**src/rtl/seven_seg_pkg.sv**
```systemverilog
// Shared types and hex-to-segment table for the two-digit seven-segment multiplexer.
package seven_seg_pkg;

    typedef enum logic [1:0] {
        BLANK_LO,
        SHOW_LO,
        BLANK_HI,
        SHOW_HI
    } seg_state_t;

    localparam logic [6:0] SEG_BLANK = 7'h7F;

    // Active-low patterns, bit0 = a .. bit6 = g
    localparam logic [6:0] SEG_HEX [16] = '{
        7'h40, 7'h79, 7'h24, 7'h30, 7'h19, 7'h12, 7'h02, 7'h78,
        7'h00, 7'h10, 7'h08, 7'h03, 7'h46, 7'h21, 7'h06, 7'h0E
    };

    function automatic logic [6:0] hex_to_seg(input logic [3:0] nibble);
        return SEG_HEX[nibble];
    endfunction

endpackage

```
**src/rtl/seven_seg_decode.sv**
```systemverilog
// Combinational nibble to active-low seven-segment pattern.
module seven_seg_decode
    import seven_seg_pkg::*;
(
    input  logic [3:0] nibble,
    output logic [6:0] seg_n
);

    always_comb begin
        seg_n = hex_to_seg(nibble);
    end

endmodule

```
**src/rtl/seven_seg_mux.sv**
```systemverilog
// Two-digit hex display multiplexer with blanking gaps and frame-aligned updates.
// Optional SEVSEG_LEADING_ZERO_BLANK_EN darkens digit 1 when the high nibble is zero.
module seven_seg_mux
    import seven_seg_pkg::*;
#(
    parameter int unsigned CLK_HZ       = 24000000,
    parameter int unsigned REFRESH_HZ   = 1000,
    parameter int unsigned BLANK_CYCLES = 64
) (
    input  logic       clk,
    input  logic       rst,
    input  logic       in_valid,
    output logic       in_ready,
    input  logic [7:0] in_data,
    output logic [6:0] seg_n,
    output logic       digit_sel,
    output logic       frame_done
);

    localparam int unsigned DIV   = CLK_HZ / REFRESH_HZ;
    localparam int unsigned CNT_W = $clog2(DIV);
    localparam logic [CNT_W-1:0] BLANK_LAST = CNT_W'(BLANK_CYCLES - 1);
    localparam logic [CNT_W-1:0] SHOW_LAST  = CNT_W'(DIV - BLANK_CYCLES - 1);

    if (BLANK_CYCLES == 0 || BLANK_CYCLES >= DIV) begin : g_bad_blank
        $error("seven_seg_mux: BLANK_CYCLES must satisfy 0 < BLANK_CYCLES < DIV");
    end

    seg_state_t       state_q, state_d;
    logic [CNT_W-1:0] cnt_q;
    logic [7:0]       disp_q, pend_q;
    logic             pend_full_q;
    logic [6:0]       seg_n_q, seg_n_d, dec_seg;
    logic             digit_sel_q, digit_sel_d;
    logic             slot_last, frame_end, accept;
    logic [3:0]       nibble;

    assign slot_last  = (state_q == BLANK_LO || state_q == BLANK_HI) ? (cnt_q == BLANK_LAST)
                                                                     : (cnt_q == SHOW_LAST);
    assign frame_end  = (state_q == SHOW_HI) && slot_last;
    assign accept     = in_valid && !pend_full_q;
    assign in_ready   = !pend_full_q;
    assign frame_done = frame_end;
    assign seg_n      = seg_n_q;
    assign digit_sel  = digit_sel_q;
    assign nibble     = (state_q == SHOW_HI) ? disp_q[7:4] : disp_q[3:0];

    seven_seg_decode u_decode (
        .nibble (nibble),
        .seg_n  (dec_seg)
    );

    always_comb begin
        state_d     = state_q;
        seg_n_d     = SEG_BLANK;
        digit_sel_d = (state_q == BLANK_HI) || (state_q == SHOW_HI);
        unique case (state_q)
            BLANK_LO: state_d = SHOW_LO;
            SHOW_LO: begin
                state_d = BLANK_HI;
                seg_n_d = dec_seg;
            end
            BLANK_HI: state_d = SHOW_HI;
            SHOW_HI: begin
                state_d = BLANK_LO;
`ifdef SEVSEG_LEADING_ZERO_BLANK_EN
                seg_n_d = (disp_q[7:4] == 4'h0) ? SEG_BLANK : dec_seg;
`else
                seg_n_d = dec_seg;
`endif
            end
            default: state_d = BLANK_LO;
        endcase
    end

    always_ff @(posedge clk) begin
        if (rst) begin
            state_q     <= BLANK_LO;
            cnt_q       <= '0;
            seg_n_q     <= SEG_BLANK;
            digit_sel_q <= 1'b0;
            disp_q      <= 8'h00;
            pend_q      <= 8'h00;
            pend_full_q <= 1'b0;
        end else begin
            if (slot_last) begin
                state_q <= state_d;
                cnt_q   <= '0;
            end else begin
                cnt_q <= cnt_q + 1'b1;
            end
            seg_n_q     <= seg_n_d;
            digit_sel_q <= digit_sel_d;
            // Accept needs an empty buffer, so it never collides with the boundary transfer.
            if (frame_end && pend_full_q) begin
                disp_q      <= pend_q;
                pend_full_q <= 1'b0;
            end
            if (accept) begin
                pend_q      <= in_data;
                pend_full_q <= 1'b1;
            end
        end
    end

endmodule

```
**config.mk**
```make
export PLATFORM = sky130hd
export DESIGN_NAME = seven_seg_mux
export DESIGN_NICKNAME = d
export VERILOG_FILES = /design/src/rtl/seven_seg_pkg.sv /design/src/rtl/seven_seg_decode.sv /design/src/rtl/seven_seg_mux.sv
export SDC_FILE = /design/constraint.sdc
export NUM_CORES = 1
export LEC_CHECK = 0
export BUFFER_PORTS_ARGS = -buffer_cell sky130_fd_sc_hd__buf_4
export CORE_MARGIN = 3
export CORE_UTILIZATION = 46
export CTS_CLUSTER_SIZE = 28
export DETAILED_ROUTE_END_ITERATION = 8
export SLEW_MARGIN = 25
export SYNTH_ARGS = -nofsm -noshare
export SYNTH_HDL_FRONTEND = slang
export SYNTH_SLANG_ARGS = --single-unit
```
**constraint.sdc**
```tcl
create_clock -name clk -period 2.7 [get_ports clk]
set_input_delay 0.54 -clock clk [delete_from_list [all_inputs] [get_ports clk]]
set_output_delay 0.54 -clock clk [all_outputs]
set_load 0.01 [all_outputs]
```
# After elaboration in Yosys (flattened, before gate mapping)
# Memories as Yosys holds them, arrays and structs flattened. A register that Yosys moved wholly into a read port is not among the register bits.
# Cells that the tools add are included.
dict set report classes {
  addsub 1
  reduce_logical 11
  n_eq_ne 5
  bitwise 2
  mux 5
}
# op count
set op_table {}
lappend op_table {{adder 15 x 1 -> 15 bit (second input constant)} 1}
lappend op_table {{== test 15 bit (second input constant)} 1}
lappend op_table {{== test 15 x 6 -> 1 bit (second input constant)} 1}
lappend op_table {{case mux 2 bit (4 select lines)} 1}
lappend op_table {{OR reduction 2 bit} 3}
lappend op_table {{NOT 4 -> 5 bit} 1}
lappend op_table {{== test 2 bit (second input constant)} 2}
lappend op_table {{two-way mux 4 bit} 1}
lappend op_table {{logical AND 1 bit} 3}
lappend op_table {{two-way mux 1 bit} 3}
lappend op_table {{== test 2 x 1 -> 1 bit (second input constant)} 1}
lappend op_table {{zero test 2 bit} 1}
lappend op_table {{logical OR 1 bit} 2}
lappend op_table {{nonzero test 2 bit} 1}
lappend op_table {{zero test 1 bit} 1}
lappend op_table {{NOT 1 bit} 1}
dict set report totals {
  wordCells 31
  n_memories 1
  rom_bits 112
  inputBits 11
  regBits 35
  out_inout_bits 10
}
# memory depth width rd rd_ports_with_merged_regs write_ports line
set memory_table {}
lappend memory_table {{(no name shown)} 16 7 1 1 0 seven_seg_pkg.sv:20} ;# return SEG_HEX[nibble];

# Depth between registers and ports, before layout
dict set report logic_depth {
  word_depth 7
  mapped_depth 8
  depth_no_buf 7
}

# Cells and area by module
# Synthesis repeated with hierarchy kept, for this count alone.
dict set report hier_totals {
  hier_cells 219
  hier_area_um2 2159.6
}
# module cells_per_inst instances seq_area_each_um2 area_per_inst_um2
set modules_own_cells {}
lappend modules_own_cells {seven_seg_mux 187 1 840.8 1884.3}
lappend modules_own_cells {seven_seg_decode 32 1 0.0 275.3}

# Worst setup path after synthesis
# OpenSTA, ideal clock, no wires.
dict set report synth_path {
  kind {reg-to-output}
  from {register cnt_q[14]}
  to {output port frame_done}
  t_arrival_ns 1.701
  setup_slack_ns 0.459
  stages_incl_launch_ff 5
  path_buffers 0
  t_required_ns 2.160
  path_cell_list {dfxtp_1 -> or4_1 -> or4_4 -> a21oi_4 -> and2_1}
}
dict set report synth_via {
  elab_chain_len 3
  elab_cells_between_ends 4
  classes_between {eq/ne: 2; mux: 1; reduce/logical: 1}
}
# element line
set synth_lines {}
lappend synth_lines {{start, declared} seven_seg_mux.sv:30} ;# logic [CNT_W-1:0] cnt_q;
lappend synth_lines {{start signal, assigned} seven_seg_mux.sv:90} ;# cnt_q <= cnt_q + 1'b1;
lappend synth_lines {{== test 15 bit or == test 15 x 6 -> 1 bit (tied branches)} {seven_seg_mux.sv:39, seven_seg_mux.sv:38}}
lappend synth_lines {{two-way mux 1 bit *} seven_seg_mux.sv:38} ;# assign slot_last = (state_q == BLANK_LO || state_q == BLANK_HI) ? (cnt_q == BLANK_LAST)
lappend synth_lines {{logical AND 1 bit *} seven_seg_mux.sv:40} ;# assign frame_end = (state_q == SHOW_HI) && slot_last;
lappend synth_lines {{end, declared} seven_seg_mux.sv:17} ;# output logic frame_done
# Every way passes the cells marked *; elsewhere a longest branch is shown, timed or not.

# Worst setup path after layout
dict set report layout_path {
  from {register cnt_q[11]}
  to {output port frame_done}
}
# Same word-level chain as after synthesis.

==> reports/metrics.yaml <==
outcome: "completed"
stdcell_area_sq_um: 2320
worst-path-buf-inv: 1
routed_wire_length_per_instance_um: 13.66
floorplan.rows: 23
ys_warn_count: 0
clockRootBuffer: "sky130_fd_sc_hd__clkbuf_8"
power_leakage_nw: 0.8744
vias_per_cell: 5.411
fin_crit_sh_pct: 95.24
clockBufferDepth: 2
resize_count_post_cts: 0
antenna_violations_before_repair: 0
synthDominantCellAreaShare_pct: 41.15
syn_area_sq_um: 2043
antenna-diode-count: 0
timing.critical_path.to_type: "primary output"
groute.usage.overall_pct: 15.91
max-vdd-ir-drop_mv: 0.3087
tightestPinTransition_ps: 648.2
worst_setup_hold_path_clk_slew_ps: 80
routabilityCongestion: 0.7974
worstSetupStartpointType: "register"
most-common-layout-cells: "sky130_fd_sc_hd__dfxtp_1, sky130_fd_sc_hd__buf_4, sky130_fd_sc_hd__mux2i_1"
dp_hpwl_mm: 2.680
die-area_sq_um: 5277
ys_ff_latch: 42
final.setup.tns_ps: 0
synth_enable_flop_cells: 0
finClkSkew_ps: 4.864
postRouteWirelength_mm: 3.853
grt_pass1_vias: 1435
synthesis.nets: 235
grt_first_pass_wirelength_mm: 6.555
rsz0062_at_grt: "no"
hold_path.startpoint: "disp_q[5]"
postSynth.topFlopCell: "sky130_fd_sc_hd__dfxtp_1"
p_total_mw: 1.090
syn-instance-count: 212
drt.antenna.violating_nets: 0
routed-via-count: 1526
critical_path.cell_chain: "or4_1 -> or4_4 -> a21oi_4 -> and2_1 -> buf_4"
synthTopCellsByArea: "sky130_fd_sc_hd__dfxtp_1, sky130_fd_sc_hd__mux2i_1, sky130_fd_sc_hd__ha_1, sky130_fd_sc_hd__nand2b_1, sky130_fd_sc_hd__xor2_1"
worstPathArrival_ps: 2030
highest_net_fanout_along_the_worst_path: 5
ctsHoldBuffers: 0
mostFrequentLayoutCell: "sky130_fd_sc_hd__dfxtp_1"
clock_net_sink_count: 42
drv_slew: 0
initial_core_util_pct: 49.31
synth.avg_cell_area_sq_um: 9.638
detailedRoute.firstPassIterationCount: 5
die_y_um: 72.65
drive_gt1_share_pct: 18.10
setup_fix_buffers_added_after_clock_tree_synthesis: 0
slowest_stage: "sky130_fd_sc_hd__or4_1"
placedInstanceArea_sq_um: 2230
crit-reg2reg-launch: "state_q[1]"
timing.setup.critical_path_class: "reg2out"
core_area_sq_um: 4144
hold_violations: 0
place_inst: 274
nets: 254
power-per-cell-area_nw_per_um2: 469.8
seq_area_frac_synth_pct: 41.15
hp-class: "reg2reg"
netlist-cell-type-count: 37
synthToLayoutAreaGrowth_pct: 13.53
fin_cells: 282
io_buffer_count: 20
setup-violations-final: 0
htree_levels: 2
min_period_ps: 2572
initialDrtViolationCount: 88
cap_viol_max_count: 0
num_io_pins: 21
drc: 0
source_of_the_critical_timing_path: "cnt_q[11]"
peak_per_stage_delay_on_the_critical_path_ps: 510
number_of_fill_cells_in_the_layout: 401
worst_ep_required_time_ps: 2160
timing.critical_path.max_delay_family: "simple AND/OR/NAND/NOR gates"
largest_area_contributor_in_the_synthesized_netlist: "sky130_fd_sc_hd__dfxtp_1"
cts_made_buffers: 5
post_synthesis_async_set_or_reset_flop_share_pct: 0
slew-limit-headroom_pct: 55.55
tritoncts_clock_tree: "built"
clock.fmax_mhz: 388.9
chipWidth_um: 72.65
grt_max_degree: 46
clk_latency_ps: 290
grt_remaining_overflow: 0
[report_power, final]
group / switching, mW / internal [mW] / total [mW]
Combinational: 0.0238 / 0.0294 / 0.0532
Sequential: 0.00940 / 0.631 / 0.640
Clock: 0.215 / 0.181 / 0.396
[final cells by class]
cell class                      count  area (sq um)  share of cell area (%)
Inverter                            5         18.77                  0.8091
Clock inverter                      3         21.27                  0.9169
Multi-Input combinational cell    153          1127                   48.60
Timing Repair Buffer               24         180.2                   7.767
Sequential cell                    42         840.8                   36.25
Tap cell                           50         62.56                   2.697
Clock buffer                        5         68.82                   2.967
[flip-flops by register name (all words and copies together) (netlist names)]
| register | flops |
|---|---|
| cnt_q | 15 |
| pend_q | 8 |
| disp_q | 8 |
| seg_n | 7 |
| pend_full_q | 1 |
| state_q | 2 |
| digit_sel | 1 |
[kinds of logic (layout without fill, tap and decap cells)]
family                     Yosys count  in the layout  share of synthesized area (%)
AOI/OAI and AO/OA                   18             18                          7.165
xor gates and xnor gates            13             13                          5.573
adders and majority gates           12             12                          7.348
buffers and inverters               17             37                          3.674
DFF                                 42             42                          41.15
muxes                               23             23                          11.45
and+or+nand+nor                     87             87                          23.64
[synthesized netlist by cell type (all sizes together) (2+ instances only)]
master,number
nor3,17
inv,5
a211oi,3
a21oi,5
o221ai,4
ha,12
buf,3
nor2b,2
nand2b,19
or4,2
clkbuf,9
nand3,7
dfxtp,42
and4,5
xor2,12
nand2,6
nor2,16
nand4,7
mux2,3
mux2i,20
and2,4
[path summary, 6_finish.rpt]
check          endpoint  slack (ps)  cells past startpoint
max          frame_done         130                      5
min           disp_q[5]         480                      2
max reg2reg    seg_n[3]         570                      6
min reg2reg   disp_q[5]         480                      2
[tightest hold or removal path: stages (launching register included)]
cell	delay, ps
sky130_fd_sc_hd__dfxtp_1	310
sky130_fd_sc_hd__nand2b_1	60
sky130_fd_sc_hd__mux2i_1	60
[per-stage QoR]
step                      worst slack [ps]  util [%]  hold slack [ps]
after floorplan                      458.8         -            444.6
after global placement               467.0     53.80            460.4
after detailed placement             444.2     53.80            463.9
after CTS                            117.4     55.98            474.4
after global routing                 43.98     55.98            479.5
final                                128.5     55.98            476.5
[metal layers]
| layer | routed length [um] | track usage, % |
|---|---|---|
| met1 | 1892 | 21.18 |
| met2 | 1716 | 24.25 |
| met3 | 214 | 5.923 |
| met4 | 29 | 4.303 |
| met5 | 0 | 0 |
No activity file was read; power rests on OpenSTA's default activity.
